$ cat src/rtl/uart_rx_fifo_pkg.sv
// Shared definitions for the UART receiver with its receive FIFO.
// Receiver FSM state encoding and default build parameters.
package uart_rx_fifo_pkg;

  typedef enum logic [1:0] {
    IDLE  = 2'd0,
    START = 2'd1,
    DATA  = 2'd2,
    STOP  = 2'd3
  } uart_rx_state_e;

  localparam int UART_DEFAULT_CLKS_PER_BIT = 868;  // 100 MHz / 115200 baud
  localparam int UART_DEFAULT_FIFO_DEPTH   = 4;

endpackage

$ cat src/rtl/sync_fifo_sa.sv
// Show-ahead synchronous FIFO: the head entry is always visible on o_data.
// Pointers carry one extra wrap bit so full and empty are distinguishable.
// A push while full is dropped unless a pop happens in the same cycle.
module sync_fifo_sa
  import uart_rx_fifo_pkg::*;
#(
  parameter int WIDTH = 8,
  parameter int DEPTH = UART_DEFAULT_FIFO_DEPTH
) (
  input  logic                     i_clk,
  input  logic                     i_rst_n,
  input  logic                     i_push,
  input  logic [WIDTH-1:0]         i_data,
  input  logic                     i_pop,
  output logic [WIDTH-1:0]         o_data,
  output logic                     o_valid,
  output logic [$clog2(DEPTH):0]   o_level,
  output logic                     o_drop
);

  localparam int AW = $clog2(DEPTH);

  logic [WIDTH-1:0] r_mem [DEPTH];
  logic [AW:0]      r_wptr;
  logic [AW:0]      r_rptr;
  logic             w_empty;
  logic             w_full;
  logic             w_do_pop;
  logic             w_do_push;

  assign w_empty   = (r_wptr == r_rptr);
  assign w_full    = (r_wptr[AW] != r_rptr[AW]) && (r_wptr[AW-1:0] == r_rptr[AW-1:0]);
  // A pop on an empty FIFO is ignored, so a simultaneous push only writes.
  assign w_do_pop  = i_pop && !w_empty;
  // When full, the push fits only because the same-cycle pop frees a slot.
  assign w_do_push = i_push && (!w_full || w_do_pop);

  assign o_drop    = i_push && w_full && !i_pop;
  assign o_valid   = !w_empty;
  assign o_level   = r_wptr - r_rptr;
  assign o_data    = r_mem[r_rptr[AW-1:0]];

  // Storage and pointer update.
  always_ff @(posedge i_clk or negedge i_rst_n) begin
    if (!i_rst_n) begin
      r_wptr <= '0;
      r_rptr <= '0;
      for (int i = 0; i < DEPTH; i++) r_mem[i] <= '0;
    end else begin
      if (w_do_push) begin
        r_mem[r_wptr[AW-1:0]] <= i_data;
        r_wptr                <= r_wptr + 1'b1;
      end
      if (w_do_pop) r_rptr <= r_rptr + 1'b1;
    end
  end

endmodule

$ cat src/rtl/uart_rx_fifo.sv
// 8N1 UART receiver feeding a show-ahead receive FIFO.
// Optional build macro UART_RX_FRAME_ERR_EN: when defined, a zero stop bit sets
// frame_err and the byte is discarded; when undefined every byte is pushed and
// frame_err stays 0.
module uart_rx_fifo
  import uart_rx_fifo_pkg::*;
#(
  parameter int CLKS_PER_BIT = UART_DEFAULT_CLKS_PER_BIT,
  parameter int FIFO_DEPTH   = UART_DEFAULT_FIFO_DEPTH
) (
  input  logic                          clk,
  input  logic                          reset_n,
  input  logic                          rxd,
  input  logic                          rd_en,
  input  logic                          clr_err,
  output logic [7:0]                    rd_data,
  output logic                          rx_valid,
  output logic [$clog2(FIFO_DEPTH):0]   level,
  output logic                          overrun,
  output logic                          frame_err
);

  localparam int CW = $clog2(CLKS_PER_BIT);
  localparam logic [CW-1:0] HALF_M1 = CW'(CLKS_PER_BIT / 2 - 1);
  localparam logic [CW-1:0] FULL_M1 = CW'(CLKS_PER_BIT - 1);

  logic [1:0]     r_sync;
  logic           w_rxd_s;
  uart_rx_state_e r_state, w_state_d;
  logic [CW-1:0]  r_cnt, w_cnt_d;
  logic [2:0]     r_bit, w_bit_d;
  logic [7:0]     r_shift, w_shift_d;
  logic           r_push, w_push_d;
  logic           w_ferr_set;
  logic           w_drop;

  assign w_rxd_s = r_sync[1];

  // Two-flop synchronizer; resets to the idle-high line level.
  always_ff @(posedge clk or negedge reset_n) begin
    if (!reset_n) r_sync <= 2'b11;
    else          r_sync <= {r_sync[0], rxd};
  end

  // Receiver next-state: sample at mid-bit, LSB first, push after the stop bit.
  always_comb begin
    w_state_d  = r_state;
    w_cnt_d    = r_cnt + 1'b1;
    w_bit_d    = r_bit;
    w_shift_d  = r_shift;
    w_push_d   = 1'b0;
    w_ferr_set = 1'b0;
    case (r_state)
      IDLE: begin
        w_cnt_d = '0;
        w_bit_d = '0;
        if (!w_rxd_s) w_state_d = START;
      end
      START: begin
        if (r_cnt == HALF_M1) begin
          w_cnt_d   = '0;
          // A line that is high again at mid start bit was only a glitch.
          w_state_d = w_rxd_s ? IDLE : DATA;
        end
      end
      DATA: begin
        if (r_cnt == FULL_M1) begin
          w_cnt_d   = '0;
          w_shift_d = {w_rxd_s, r_shift[7:1]};
          w_bit_d   = r_bit + 1'b1;
          if (r_bit == 3'd7) w_state_d = STOP;
        end
      end
      STOP: begin
        if (r_cnt == FULL_M1) begin
          w_cnt_d   = '0;
          // Return early so a back-to-back start bit is not missed.
          w_state_d = IDLE;
`ifdef UART_RX_FRAME_ERR_EN
          w_push_d   = w_rxd_s;
          w_ferr_set = !w_rxd_s;
`else
          w_push_d   = 1'b1;
`endif
        end
      end
      default: w_state_d = IDLE;
    endcase
  end

  // Receiver state registers.
  always_ff @(posedge clk or negedge reset_n) begin
    if (!reset_n) begin
      r_state <= IDLE;
      r_cnt   <= '0;
      r_bit   <= '0;
      r_shift <= '0;
      r_push  <= 1'b0;
    end else begin
      r_state <= w_state_d;
      r_cnt   <= w_cnt_d;
      r_bit   <= w_bit_d;
      r_shift <= w_shift_d;
      r_push  <= w_push_d;
    end
  end

  sync_fifo_sa #(
    .WIDTH (8),
    .DEPTH (FIFO_DEPTH)
  ) u_fifo (
    .i_clk   (clk),
    .i_rst_n (reset_n),
    .i_push  (r_push),
    .i_data  (r_shift),
    .i_pop   (rd_en),
    .o_data  (rd_data),
    .o_valid (rx_valid),
    .o_level (level),
    .o_drop  (w_drop)
  );

  // Sticky overrun flag; a set in the same cycle as clr_err wins.
  always_ff @(posedge clk or negedge reset_n) begin
    if (!reset_n)     overrun <= 1'b0;
    else if (w_drop)  overrun <= 1'b1;
    else if (clr_err) overrun <= 1'b0;
  end

`ifdef UART_RX_FRAME_ERR_EN
  // Sticky frame error flag; a set in the same cycle as clr_err wins.
  always_ff @(posedge clk or negedge reset_n) begin
    if (!reset_n)        frame_err <= 1'b0;
    else if (w_ferr_set) frame_err <= 1'b1;
    else if (clr_err)    frame_err <= 1'b0;
  end
`else
  assign frame_err = 1'b0;
  logic w_unused;
  assign w_unused = w_ferr_set;
`endif

endmodule

$ cat config.mk
export PLATFORM = sky130hd
export DESIGN_NAME = uart_rx_fifo
export DESIGN_NICKNAME = d
export VERILOG_FILES = /design/src/rtl/uart_rx_fifo_pkg.sv /design/src/rtl/sync_fifo_sa.sv /design/src/rtl/uart_rx_fifo.sv
export SDC_FILE = /design/constraint.sdc
export NUM_CORES = 1
export LEC_CHECK = 0
export CAP_MARGIN = 40
export CELL_PAD_IN_SITES_DETAIL_PLACEMENT = 1
export CELL_PAD_IN_SITES_GLOBAL_PLACEMENT = 1
export CORE_UTILIZATION = 52
export DETAILED_ROUTE_END_ITERATION = 8
export PLACE_DENSITY_LB_ADDON = 0.1
export SLEW_MARGIN = 25
export SYNTH_ARGS = -nofsm -noshare
export SYNTH_HDL_FRONTEND = slang
export SYNTH_SLANG_ARGS = --single-unit
$ cat constraint.sdc
create_clock -name clk -period 7.1 [get_ports clk]
set_clock_uncertainty 0.2 [all_clocks]
set_input_delay 1.42 -clock clk [delete_from_list [all_inputs] [get_ports clk]]
set_output_delay 1.42 -clock clk [all_outputs]
set_load 0.005 [all_outputs]
==> run metrics <==
outcome=finished clean; GPL Wtd Cong=~0.74; final global-route overflow total=0; hold path start=r_sync[0]; Core ar.=approximately 5500 um^2; pre-CTS WS=approximately 3.4 ns; CTS clk-pin slew, worst paths=around 0.07 ns; # H-tree levels=3; Post-Route WL=between 5000 and 6000 um; Tot GR Track Use=0.2243; VDD IR max=between 0.1 and 0.15 mV; Via density=around 5.7; Sink Count=65; asr flop ratio synth=1.000; FILL cells=~520; Max-slew headroom=0.5473; top post-synthesis cells by count=dfrtp_1 (63), mux2_2 (42), nor2_1 (14), nand2_1 (12), xnor2_1 (12); Hold-fix buffers, CTS=0; most numerous cell in the Yosys netlist=dfrtp_1; Warnings, synthesis=0; # resized after CTS=0; Req. time, crit path=about 5.5 ns; Final WS setup=between 3 and 4 ns; total CTS buffers=9; unrepaired setup endpoints after global routing=no; vias in the first global route=1999; P_leak=approximately 0.0016 uW; I/O pins=19; Ant. Diodes=0; Final HPWL DP=3979 um; CTS tree=built; post-CTS setup repair buffer count=0; Unique masters post-synth=36; first-pass iteration count of the detailed router=4; Reg2Reg Launch Point=u_fifo.r_rptr[1]; WHS Endpoint=r_sync[1]; f_max=approximately 0.25 GHz; antenna viol nets, final=0; r2r worst-path depth=6; Syn Std Cell Area=about 3000 um^2; top cells by area, synth=dfrtp_1 (53%), mux2_2 (16%), mux4_2 (6.1%); Die W=77.64 um; die area=6028 um^2; Slew Viols, Final=0; DP Area=~3200 um^2; vias post-DR=between 1500 and 2000; P&R area growth vs syn=16.36%; largest net degree at the start of global routing=66; first-pass GRT wire length=slightly below 10000 um; Top FF cell, synth=dfrtp_1; initial core utilization=0.5403; Root Driver=clkbuf_8; Mean Syn Cell Area=13.84 um^2; Reg-to-Reg End=u_fifo.r_mem[21]; final hold vios=0; worst-case clock buffer depth=2; Tightest Pin Transition=approximately 0.68 ns; Final Setup Violations=0; syn_nets=between 200 and 250; fin crit period=about 4.0 ns; Avg WL per Cell=~19 um; Period Utilization, post-route=0.5615; initial antenna violation count=0; crit end category=primary output; fin area=approximately 3500 um^2; CP max FO=11; register bit count reported by yosys=65; setup TNS=0 ns; Synth Instances=about 220; initial DRC count=89; die height=77.64 um; crit path kind=reg2out; Hold Crit Class=reg2reg; PwrDens=252.2 nW/um^2; IO buf count=17; layout cell share with drive strength beyond 1=0.3017; number of flops mapped to enable cells by yosys=0; sequential share of the synthesized area=0.5475; Hold Slack=between 0.15 and 0.2 ns; flop-to-flop setup slack=approximately 4.4 ns; # DRC=0; Final Net Count=~260; post-synth top area cell=dfrtp_1; worst skew pair latency=between 0.3 and 0.4 ns; Worst Hold Depth=0; Design Power=just under 900 uW; CP startpoint kind=flop; Data arrival, critical path=approximately 2.4 ns; post-synth top area share=0.5299; Core Rows=27; Max Cap Viol=0
==> cell families after synthesis <==
kind of cell | count (synthesis) | share of synthesized area
flops | 65 | 0.5475
mux | 51 | 0.2229
simple gates | 46 | 0.07864
other cells | 1 | 0.001260
fa+ha+maj | 12 | 0.05299
buf+inv | 14 | 0.01977
xor+xnor | 14 | 0.04121
compound gates | 12 | 0.03574
==> sequential cells by signal (all words and copies together) (netlist names), named ones only <==
name / flops
u_fifo.r_rptr: 3
r_push: 1
u_fifo.r_wptr: 3
overrun: 1
u_fifo.r_mem: 32
r_shift: 8
r_state: 1
r_sync: 2
r_cnt: 10
r_bit: 3
==> critical path, cell delays in order (launching register included) <==
cell and delay [ns]:
dfrtp_1 0.63, ha_1 0.34, fa_1 0.38, xnor2_1 0.17, clkdlybuf4s50_1 0.52
==> stage by stage <==
step / std cells / utilization
final: 314 / 0.6287
after global routing: 314 / 0.6287
after CTS: 313 / 0.6237
after detailed placement: 298 / 0.5821
after global placement: 298 / 0.5821
after floorplan: 215 / -
==> where the power goes <==
part	leakage, uW	total, uW	internal [uW]	switching [uW]
logic	0.000653	97.1	60.5	36.6
registers	0.000869	417	380	36.5
clock network	0.000116	360	225	135
total	0.00164	873	665	208
==> placed cells by master, fill, tap and decap left out, types with 2 or more instances in the layout <==
master / count
nor3_1: 3
xor2_1: 2
a22o_1: 5
nor2_1: 14
inv_1: 7
bufinv_16: 2
clkdlybuf4s50_1: 16
nand2_1: 12
nand4_1: 2
dfrtp_1: 63
nand3_1: 4
o21ai_0: 2
clkbuf_8: 12
or3_1: 2
xnor2_1: 12
dfstp_2: 2
mux4_2: 8
ha_1: 11
mux2_2: 42
==> layer usage <==
layer,up-vias,track usage,share of wire
met2,24,0.3655,0.51
met3,6,0.06353,0.027
met1,937,0.2821,0.45
met4,0,0.09057,0.013
li1,810,-,-
met5,-,0,0
==> cell type report <==
cell class | count | area (um^2) | area share
inverter | 7 | 26.28 | 0.007589
multi-input combinational | 136 | 1287 | 0.3719
tap | 72 | 90.09 | 0.02602
timing repair buffer | 19 | 200.2 | 0.05782
sequential | 65 | 1629 | 0.4705
clock inverter | 2 | 60.06 | 0.01735
clock buffer | 13 | 168.9 | 0.04879
==> how the worst max path moves through the flow <==
stage,start,endpoint,slack (ns),cells after the start
2_1_floorplan,u_fifo.r_rptr[0],rd_data[0],4.08,2
3_3_place_gp,u_fifo.r_rptr[0],level[2],3.47,4
3_5_place_dp,u_fifo.r_rptr[0],level[2],3.45,4
4_1_cts,u_fifo.r_rptr[0],level[2],3.07,4
5_1_grt,u_fifo.r_rptr[0],level[2],2.98,4
6_report,u_fifo.r_rptr[0],level[2],3.11,4
(Power assumes the default switching activity.)
